==> config.mk <==
export PLATFORM = sky130hd
export DESIGN_NAME = bf_sram_ctrl
export DESIGN_NICKNAME = d
export VERILOG_FILES = /design/src/rtl/bf_sram_ctrl.sv
export SDC_FILE = /design/constraint.sdc
export NUM_CORES = 1
export LEC_CHECK = 0
export ABC_AREA = 1
export BUFFER_PORTS_ARGS = -buffer_cell sky130_fd_sc_hd__buf_2
export CAP_MARGIN = 10
export CORE_ASPECT_RATIO = 0.5
export CORE_MARGIN = 3
export CORE_UTILIZATION = 45
export CTS_BUF_LIST = sky130_fd_sc_hd__clkbuf_16
export CTS_CLUSTER_SIZE = 20
export DETAILED_ROUTE_END_ITERATION = 7
export PLACE_DENSITY = 0.62
export SYNTH_ARGS = -nofsm -noshare
export SYNTH_HDL_FRONTEND = slang
export SYNTH_SLANG_ARGS = --single-unit
==> constraint.sdc <==
create_clock -name clock -period 3.24 [get_ports clock]
set_input_delay 0.648 -clock clock [delete_from_list [all_inputs] [get_ports clock]]
set_output_delay 0.648 -clock clock [all_outputs]
set_load 0.01 [all_outputs]
==> src/rtl/bf_sram_ctrl.sv <==
// rtl/bf_sram_ctrl.sv - Bloom-filter bit-SRAM sequencer (insert/query/clear); BF_AUTO_CLEAR_EN clears after reset
module bf_sram_ctrl #(
    parameter int ADDR_W   = 17,
    parameter int NUM_HASH = 4,
    parameter int RD_LAT   = 2
) (
    input  logic              clock,
    input  logic              reset_n,
    input  logic              req_valid,
    output logic              req_ready,
    input  logic              req_op,
    input  logic [ADDR_W-1:0] req_h1,
    input  logic [ADDR_W-1:0] req_h2,
    output logic              rsp_valid,
    input  logic              rsp_ready,
    output logic              rsp_hit,
    input  logic              clear_req,
    output logic              clear_done,
    output logic              busy,
    output logic [ADDR_W-1:0] sram_address_a,
    output logic              sram_data_a,
    output logic              sram_wren_a,
    input  logic              sram_q_a,
    output logic [ADDR_W-1:0] sram_address_b,
    output logic              sram_data_b,
    output logic              sram_wren_b,
    input  logic              sram_q_b
);
    localparam int                ISSUE_CYC = (NUM_HASH + 1) / 2;
    localparam logic [3:0]        K_LAST    = 4'(ISSUE_CYC - 1);
    localparam logic              ODD_HASH  = 1'(NUM_HASH % 2);
    localparam logic [ADDR_W-1:0] CLR_LAST  = {{(ADDR_W-1){1'b1}}, 1'b0};
    localparam logic [RD_LAT-1:0] PIPE_LAST = RD_LAT'(1) << (RD_LAT - 1);

    typedef enum logic [2:0] {IDLE, CLEAR, INSERT, Q_ISSUE, Q_DRAIN, RSP} state_t;

`ifdef BF_AUTO_CLEAR_EN
    localparam state_t RESET_STATE = CLEAR;
`else
    localparam state_t RESET_STATE = IDLE;
`endif

    state_t            state, state_nx;
    logic [ADDR_W-1:0] acc_a, acc_b, step;
    logic [3:0]        k;
    logic [RD_LAT-1:0] pipe, pipe_b;
    logic              hit, done_q;
    logic              last_issue, b_used, take, start_clear;
    logic              rdy_c, busy_c, wren_a_c, wren_b_c, data_c;

    always_ff @(posedge clock or negedge reset_n) begin
        if (!reset_n) state <= RESET_STATE;
        else          state <= state_nx;
    end

    always_comb begin
        state_nx    = state;
        rdy_c       = 1'b0;
        busy_c      = 1'b1;
        wren_a_c    = 1'b0;
        wren_b_c    = 1'b0;
        data_c      = 1'b0;
        take        = 1'b0;
        start_clear = 1'b0;
        last_issue  = (k == K_LAST);
        b_used      = !(ODD_HASH && last_issue);
        unique case (state)
            IDLE: begin
                busy_c = 1'b0;
                if (clear_req) begin
                    start_clear = 1'b1;
                    state_nx    = CLEAR;
                end else begin
                    rdy_c = 1'b1;
                    if (req_valid) begin
                        take     = 1'b1;
                        state_nx = req_op ? Q_ISSUE : INSERT;
                    end
                end
            end
            CLEAR: begin
                wren_a_c = 1'b1;
                wren_b_c = 1'b1;
                if (acc_a == CLR_LAST) state_nx = IDLE;
            end
            INSERT: begin
                // A dual write to one address is undefined on the macro; port A alone covers it.
                wren_a_c = 1'b1;
                wren_b_c = b_used && (acc_a != acc_b);
                data_c   = 1'b1;
                if (last_issue) state_nx = IDLE;
            end
            Q_ISSUE: begin
                if (last_issue) state_nx = Q_DRAIN;
            end
            Q_DRAIN: begin
                if (pipe == PIPE_LAST) state_nx = RSP;
            end
            RSP: begin
                if (rsp_ready) state_nx = IDLE;
            end
            default: state_nx = IDLE;
        endcase
    end

    always_ff @(posedge clock or negedge reset_n) begin
        if (!reset_n) begin
            acc_a  <= '0;
            acc_b  <= '0;
            step   <= '0;
            k      <= '0;
            pipe   <= '0;
            pipe_b <= '0;
            hit    <= 1'b0;
            done_q <= 1'b0;
        end else begin
            // pipe tracks each read in flight; its top bit marks the cycle q is valid
            pipe   <= (pipe << 1) | RD_LAT'(state == Q_ISSUE);
            pipe_b <= (pipe_b << 1) | RD_LAT'((state == Q_ISSUE) && b_used);
            done_q <= (state == CLEAR) && (state_nx == IDLE);
            if (pipe[RD_LAT-1])
                hit <= hit & sram_q_a & (sram_q_b | ~pipe_b[RD_LAT-1]);
            if (take) begin
                acc_a <= req_h1;
                acc_b <= req_h1 + req_h2;
                step  <= req_h2 << 1;
                k     <= '0;
                hit   <= 1'b1;
            end else if (start_clear) begin
                acc_a <= '0;
            end else if (state == CLEAR) begin
                acc_a <= acc_a + ADDR_W'(2);
            end else if ((state == INSERT) || (state == Q_ISSUE)) begin
                acc_a <= acc_a + step;
                acc_b <= acc_b + step;
                k     <= k + 4'd1;
            end
        end
    end

    // Combinational outputs are held low for as long as reset is asserted.
    assign req_ready      = rdy_c & reset_n;
    assign busy           = busy_c & reset_n;
    assign sram_wren_a    = wren_a_c & reset_n;
    assign sram_wren_b    = wren_b_c & reset_n;
    assign sram_data_a    = data_c;
    assign sram_data_b    = data_c;
    assign sram_address_a = acc_a;
    assign sram_address_b = ((state == CLEAR) && reset_n) ? {acc_a[ADDR_W-1:1], 1'b1} : acc_b;
    assign rsp_valid      = (state == RSP);
    assign rsp_hit        = (state == RSP) && hit;
    assign clear_done     = done_q;

endmodule

==> run_results.csv, run 1 <==
group,metric,value,unit
status,status,"completed",
global_routing,grt-ovfl-total,0,
die,initial_core_util,0.466,
worst_setup_path,slowest_delay,0.41,ns
clocking,clk_latency,0.34,ns
yosys,synth_seq_cells,61,
finish,syn_to_final_growth,14.9,%
yosys,synth_top_area_frac,0.255,
die,coreArea,12800,µm²
min_path,holdPathEnd,"pipe[1]$_DFF_PN0_",
sta,final_hold_viol_count,0,
finish,fin_cells,1242,
finish,final_common_cell,"nand2_1",
sta,worst_pin_slew,0.831,ns
die,die_w,169,µm
routing,drt-initial-drc-count,555,
global_routing,grt_pass1_wl,30800,µm
clocking,root_buffer,"clkbuf_16",
global_routing,track_usage,0.269,
yosys,synth.area.top_cells,"dfrtp_1 25%, nand2_1 24%, ha_1 10%",
sta,finalSetupTns,0,ns
yosys,synth.largest_area_cell,"dfrtp_1",
placement,dpl-instance-area,6580,µm²
yosys,yosys_warnings,0,
die,rows,29,
yosys,synth_cell_types,33,
global_routing,antenna_found_initial,0,
global_routing,grt_pass1_vias,5879,
clocking,cts_hold_buffers,0,
finish,stdcell_area,6880,µm²
worst_setup_path,path_common_cell,"nor2_2",
routing,drc,0,
yosys,synth_fp_nets,1079,
clocking,clk_path_buf_depth,2,
yosys,synth_area_per_cell,6.07,µm²
sta,hold_slack,0.389,ns
worst_setup_path,cpLargestDelayFamily,"simple AND/OR/NAND/NOR gates",
global_routing,grt_max_degree,64,
yosys,synthesis.instances,986,
worst_setup_path,worstPathArrival,2.24,ns
pwr,leakage,0.00412,µW
routing,dr.pass1.iters,5,
worst_setup_path,cp_cell_sequence,"inv_1, nor2_2, nand2_2, nor2_2, inv_2, o21ai_0, buf_2",
worst_setup_path,ff2ff_path_depth,14,
sta,fmax,347,MHz
pwr,power_density,1180,nW/µm²
worst_setup_path,rr_endpoint,"sram_address_a[15]$_DFFE_PN0P_",
yosys,synth_area,5990,µm²
clocking,postCtsSetupRepairBufs,0,
worst_setup_path,critPathRequiredTime,2.59,ns
sta,setup_viol,0,
routing,ant_nets,0,
worst_setup_path,r2r_start,"state[0]$_DFF_PN0_",
yosys,synth.yosys.seq_area_share,0.255,
finish,final_cell_mix,"390 x nand2_1, 157 x inv_1, 84 x buf_2",
pwr,peakVddDrop,0.394,mV
worst_setup_path,end_kind,"output port",
worst_setup_path,path_max_fanout,24,
sta,period_needed,2.88,ns
sta,skew,0.0125,ns
clocking,clk_pin_slew_worst_paths,0.05,ns
clocking,h-tree-depth,3,
placement,port_buffers,84,
min_path,holdCritPathClass,"flip-flop to flip-flop",
sta,slew_headroom,0.446,
routing,vias_per_cell,5.18,
clocking,cts.repair.resized,0,
routing,wl_per_cell,15.5,µm
sta,grt_setup_unrepaired,"false",
worst_setup_path,slowest_stage,"nor2_2",
worst_setup_path,r2r_slack,0.61,ns
min_path,whs_path_depth,0,
finish,layout-drive-gt1-share,0.113,
sta,drv_slew,0,
min_path,hp-start,"pipe_b[0]$_DFF_PN0_",
routing,routed_wl,19200,µm
die,die_area,14800,µm²
clocking,cts_made_buffers,9,
worst_setup_path,cp_num_buf_inv,3,
worst_setup_path,critPathLaunchType,"flip-flop",
placement,routabilityCongestion,0.899,
run,max_cap_viol_count,0,
clocking,cts_tree,"yes",
routing,vias,6434,
die,io_pins,85,
pwr,power.total,8100,µW
clocking,clock_sinks,61,
placement,dp.cells,1226,
worst_setup_path,path_class,"flip-flop to output port",
finish,layout.nets,1160,
finish,n_antenna_cell,0,
sta,finalCritPeriodShare,0.890,
die,fp.dieH,87.6,µm
placement,dpl.hpwl,15500,µm
## cell families (layout without fill, tap and decap cells)
kind of cell | after synthesis | count (layout) | share of synthesized area
simple gates | 557 | 557 | 0.379
buf+inv | 180 | 266 | 0.117
compound gates | 108 | 108 | 0.0957
flops | 61 | 61 | 0.255
fa+ha+maj | 51 | 51 | 0.110
xor+xnor | 29 | 29 | 0.0424
## synth_stat cells
cell type / instances
and3_1: 1
and2_1: 2
a31oi_1: 9
clkbuf_1: 4
nand3b_1: 9
fa_1: 3
dfrtp_1: 61
buf_4: 3
nor2_1: 67
o22ai_1: 1
buf_2: 13
o21bai_1: 1
inv_2: 4
nor3_1: 12
xor2_1: 13
nand2_1: 390
o21ai_2: 2
o21ai_0: 32
nor2_4: 1
ha_1: 48
nand2_2: 2
o21ai_1: 7
a22oi_1: 1
xnor2_1: 16
a31o_2: 1
nand4_1: 7
a21oi_1: 53
or2_2: 5
inv_1: 156
a22o_1: 1
nor4_1: 2
nand3_1: 56
nor2_2: 3
## metrics by stage
stage                     setup WS [ns]  utilization
after floorplan                   0.896            -
after global placement            0.762        0.512
after detailed placement          0.608        0.512
after CTS                         0.381        0.536
after global routing              0.139        0.536
final                             0.356        0.536
## worst max-delay path by stage
| stage | startpoint | to | slack (ns) | cells past startpoint |
|---|---|---|---|---|
| finish | state[0]$_DFF_PN0_ | sram_address_b[15] | 0.36 | 7 |
| CTS | state[0]$_DFF_PN0_ | sram_address_b[15] | 0.38 | 7 |
| detailed placement | state[0]$_DFF_PN0_ | sram_address_a[11]$_DFFE_PN0P_ | 0.61 | 14 |
| global route | state[0]$_DFF_PN0_ | sram_address_b[11] | 0.14 | 7 |
| floorplan | state[0]$_DFF_PN0_ | sram_address_a[15]$_DFFE_PN0P_ | 0.90 | 16 |
| global placement | state[0]$_DFF_PN0_ | sram_address_a[15]$_DFFE_PN0P_ | 0.76 | 15 |
## where the power goes
group	switching, µW	total [µW]	leakage, µW	internal [µW]
clock	348	1010	0.000155	661
sequential	580	1740	0.000740	1160
combinational	3350	5350	0.00323	2000
## worst register-to-register path, cell delays in order (launching register included)
cell and delay, ns:
dfrtp_1 0.37, inv_1 0.09, nor2_2 0.15, nand2_2 0.25
nand2_1 0.14, ha_1 0.18, inv_1 0.06, fa_1 0.40
o21ai_1 0.30, nand2_1 0.09, nand2_1 0.14, nand2_1 0.09
nand3_1 0.08, nand3_1 0.08, a21oi_1 0.13
## sequential cells by signal, indices dropped and copies added (netlist names)
signal          cells
state               3
hit                 1
pipe                1
step               16
pipe_b              1
clear_done          1
sram_address_a     17
acc_b              17
k                   4
## per-layer routing
layer / up-vias / routed length, µm / GRT usage
li1: 3245 / - / -
met1: 2991 / 10100 / 0.416
met2: 180 / 7520 / 0.388
met3: 18 / 1350 / 0.0496
met4: 0 / 236 / 0.0593
met5: - / 0 / 0
## area by class of cell
type	instances	area, µm²
Clock buffer	9	225
Multi-Input combinational cell	745	3760
Sequential cell	61	1530
Inverter	160	601
Tap cell	170	213
Timing Repair Buffer	90	478
Clock inverter	7	81.3
Fill cell	1388	5960
Note: power is estimated with default switching activity, not from simulation.
==> run 2: changes to the inputs <==
- ABC_AREA: 1 -> default
- PLACE_DENSITY: 0.62 -> 0.63
==> run 2 against run 1 <==
Total power decreased by 8.1%. Non-clock buffer count increased by 7. Clock-buffer cell count unchanged. Critical path depth increased by 7. Routed wire length decreased by 20%. Combinational power decreased by 12%. Hold slack got worse by 0.067 ns. Synthesized area decreased by 12%. Synthesized cell count decreased by 35%. Cell count decreased by 29%. Fmax decreased by 3.2%. First-iteration DRC count decreased by 36%. Critical path type is now flip-flop to flip-flop. Critical endpoint is now sram_address_a[15]$_DFFE_PN0P_. Largest cell class unchanged. Largest power group unchanged.
==> run_results.csv, run 2 <==
group,metric,value,unit
worst_setup_path,path_max_fanout,10,
yosys,synth_edf_count,0,
clocking,clk_pin_slew_worst_paths,0.06,ns
yosys,synthesis.instances,638,
routing,routed_wl,15500,µm
sta,skew,0.00870,ns
routing,wl_per_cell,17.5,µm
yosys,synth_top_area_frac,0.289,
routing,vias,4982,
die,coreArea,11200,µm²
clocking,cts.repair.resized,0,
clocking,clk_latency,0.34,ns
yosys,synth-async-reset-ratio,1.00,
sta,period_needed,2.98,ns
yosys,synth.yosys.seq_area_share,0.289,
clocking,root_buffer,"clkbuf_16",
routing,ant_nets,0,
die,die_w,159,µm
run,max_cap_viol_count,0,
routing,drt-initial-drc-count,353,
sta,final_hold_viol_count,0,
worst_setup_path,startpoint,"state[1]$_DFF_PN0_",
routing,dr.pass1.iters,8,
pwr,pwr-share-clk,0.139,
yosys,synth_commonest_cells,"94 x nand2_1, 61 x a21oi_1, 61 x dfrtp_1, 57 x nor2_1, 48 x ha_1",
clocking,postCtsSetupRepairBufs,0,
sta,grt_setup_unrepaired,"false",
finish,layout-drive-gt1-share,0.198,
yosys,synth_area,5280,µm²
yosys,synth.area.top_cells,"dfrtp_1 29%, ha_1 11%, nand2_1 6.7%",
yosys,synth_cell_types,53,
min_path,holdCritPathClass,"input pin to asynchronous set/reset pin",
finish,final_common_cell,"nand2_1",
die,io_pins,85,
yosys,yosys_warnings,0,
yosys,synth_flop_cell,"dfrtp_1",
yosys,synth.most_common_cell,"nand2_1",
worst_setup_path,rr_endpoint,"sram_address_a[15]$_DFFE_PN0P_",
placement,pre_cts_ws,0.252,ns
pwr,power.internal,3950,µW
global_routing,track_usage,0.240,
finish,final_cell_mix,"94 x nand2_1, 84 x buf_2, 61 x a21oi_1, 61 x dfrtp_1, 57 x nor2_1",
sta,setup_viol,0,
worst_setup_path,critPathLaunchType,"flip-flop",
yosys,synth.largest_area_cell,"dfrtp_1",
placement,port_buffers,84,
clocking,h-tree-depth,3,
pwr,combPwrFrac,0.636,
pwr,leakage,0.00295,µW
sta,setup_ws,0.262,ns
routing,vias_per_cell,5.62,
finish,fill_cells,1088,
worst_setup_path,end_kind,"flip-flop",
pwr,switching_share,0.469,
die,initial_core_util,0.471,
clocking,clock_sinks,61,
finish,syn_to_final_growth,18.0,%
worst_setup_path,r2r_slack,0.26,ns
die,die_area,13100,µm²
worst_setup_path,ff2ff_path_depth,14,
sta,drv_slew,0,
sta,slew_headroom,0.579,
global_routing,antenna_found_initial,0,
placement,dpl.hpwl,12000,µm
yosys,synth_fp_nets,731,
finish,n_antenna_cell,0,
pwr,power_density,1200,nW/µm²
routing,drc,0,
yosys,synth_area_per_cell,8.27,µm²
finish,layout.nets,816,
die,rows,27,
yosys,synth_seq_cells,61,
sta,fmax,336,MHz
pwr,pwr-share-seq,0.225,
clocking,cts_made_buffers,9,
global_routing,grt_pass1_wl,24700,µm
global_routing,grt_max_degree,50,
worst_setup_path,worstPathArrival,3.23,ns
pwr,netSwitchingPower,3490,µW
global_routing,grt-ovfl-total,0,
placement,dpl-instance-area,5910,µm²
die,fp.dieH,82.6,µm
clocking,cts_hold_buffers,0,
pwr,peakVddDrop,0.471,mV
clocking,clk_path_buf_depth,2,
status,status,"completed",
sta,hold_slack,0.322,ns
worst_setup_path,r2r_start,"state[1]$_DFF_PN0_",
sta,finalSetupTns,0,ns
placement,routabilityCongestion,0.910,
sta,finalCritPeriodShare,0.919,
worst_setup_path,path_class,"flip-flop to flip-flop",
worst_setup_path,critPathRequiredTime,3.49,ns
global_routing,grt_pass1_vias,4640,
clocking,cts_tree,"yes",
sta,worst_pin_slew,0.629,ns
finish,stdcell_area,6230,µm²
## run 2: cell types whose count changed after synthesis, sizes merged, moves of 15 or more
cell,delta
a211oi,+22
and2,+16
inv,-143
mux2,+15
nand2,-298
nand3,-50
xnor2,+23
## run 2: worst max-delay path, stage by stage (launching register included)
cell       delay (ns)
dfrtp_1          0.37
nor2_1           0.15
nand2_1          0.26
nand2b_1         0.16
ha_1             0.20
inv_1            0.07
fa_1             0.42
nor2b_1          0.17
o31a_1           0.20
o2111ai_1        0.12
nand2_1          0.18
a21oi_1          0.11
a21oi_1          0.18
xnor2_1          0.08
a211oi_1         0.21
## run 2: worst max path at each step
stage,endpoint,slack (ns),cells past startpoint
6_report,sram_address_a[15]$_DFFE_PN0P_,0.26,14
5_1_grt,sram_address_a[16]$_DFFE_PN0P_,0.008,13
4_1_cts,sram_address_a[16]$_DFFE_PN0P_,0.25,13
3_5_place_dp,acc_b[16]$_DFFE_PN0P_,0.25,11
3_3_place_gp,acc_b[16]$_DFFE_PN0P_,0.27,11
2_1_floorplan,sram_address_a[16]$_DFFE_PN0P_,0.42,14
## run 2: layer usage
metal,routed length (µm),vias up,GRT usage
li1,-,2457,-
met1,7670,2350,0.334
met2,6630,160,0.386
met3,973,15,0.0488
met4,205,0,0.0585
met5,0,-,0
## run 2: metrics by stage
| stage | power [µW] | utilization | instances |
|---|---|---|---|
| after global routing | 8110 | 0.555 | 887 |
| after detailed placement | 6360 | 0.527 | 871 |
| after CTS | 7430 | 0.555 | 887 |
| after global placement | 6280 | 0.527 | 871 |
| after floorplan | 5070 | - | 638 |
| final | 7440 | 0.555 | 887 |
## run 2: area by class of cell
| type | count | area (µm²) | share of cell area |
|---|---|---|---|
| multi-input combinational | 537 | 3590 | 0.577 |
| sequential | 61 | 1530 | 0.245 |
| timing repair buffer | 97 | 531 | 0.0852 |
| clock buffer | 9 | 225 | 0.0362 |
| tap | 159 | 199 | 0.0320 |
| clock inverter | 7 | 91.3 | 0.0147 |
| inverter | 17 | 63.8 | 0.0102 |
## run 2: power by group through the flow
stage	registers (µW)	clock network (µW)	logic [µW]
after detailed placement	1680	0	4670
after global placement	1690	0	4590
final	1680	1030	4730
after CTS	1680	1050	4710
after floorplan	1560	0	3510
after global routing	1730	1080	5300
## run 2: cells by family (layout without fill, tap and decap cells)
| logic type | Yosys count | in the layout | synth area share |
|---|---|---|---|
| fa+ha+maj | 51 | 51 | 0.125 |
| flops | 61 | 61 | 0.289 |
| mux | 19 | 19 | 0.0396 |
| buf+inv | 40 | 130 | 0.0308 |
| xor+xnor | 56 | 56 | 0.0929 |
| compound gates | 182 | 182 | 0.225 |
| simple gates | 229 | 229 | 0.197 |
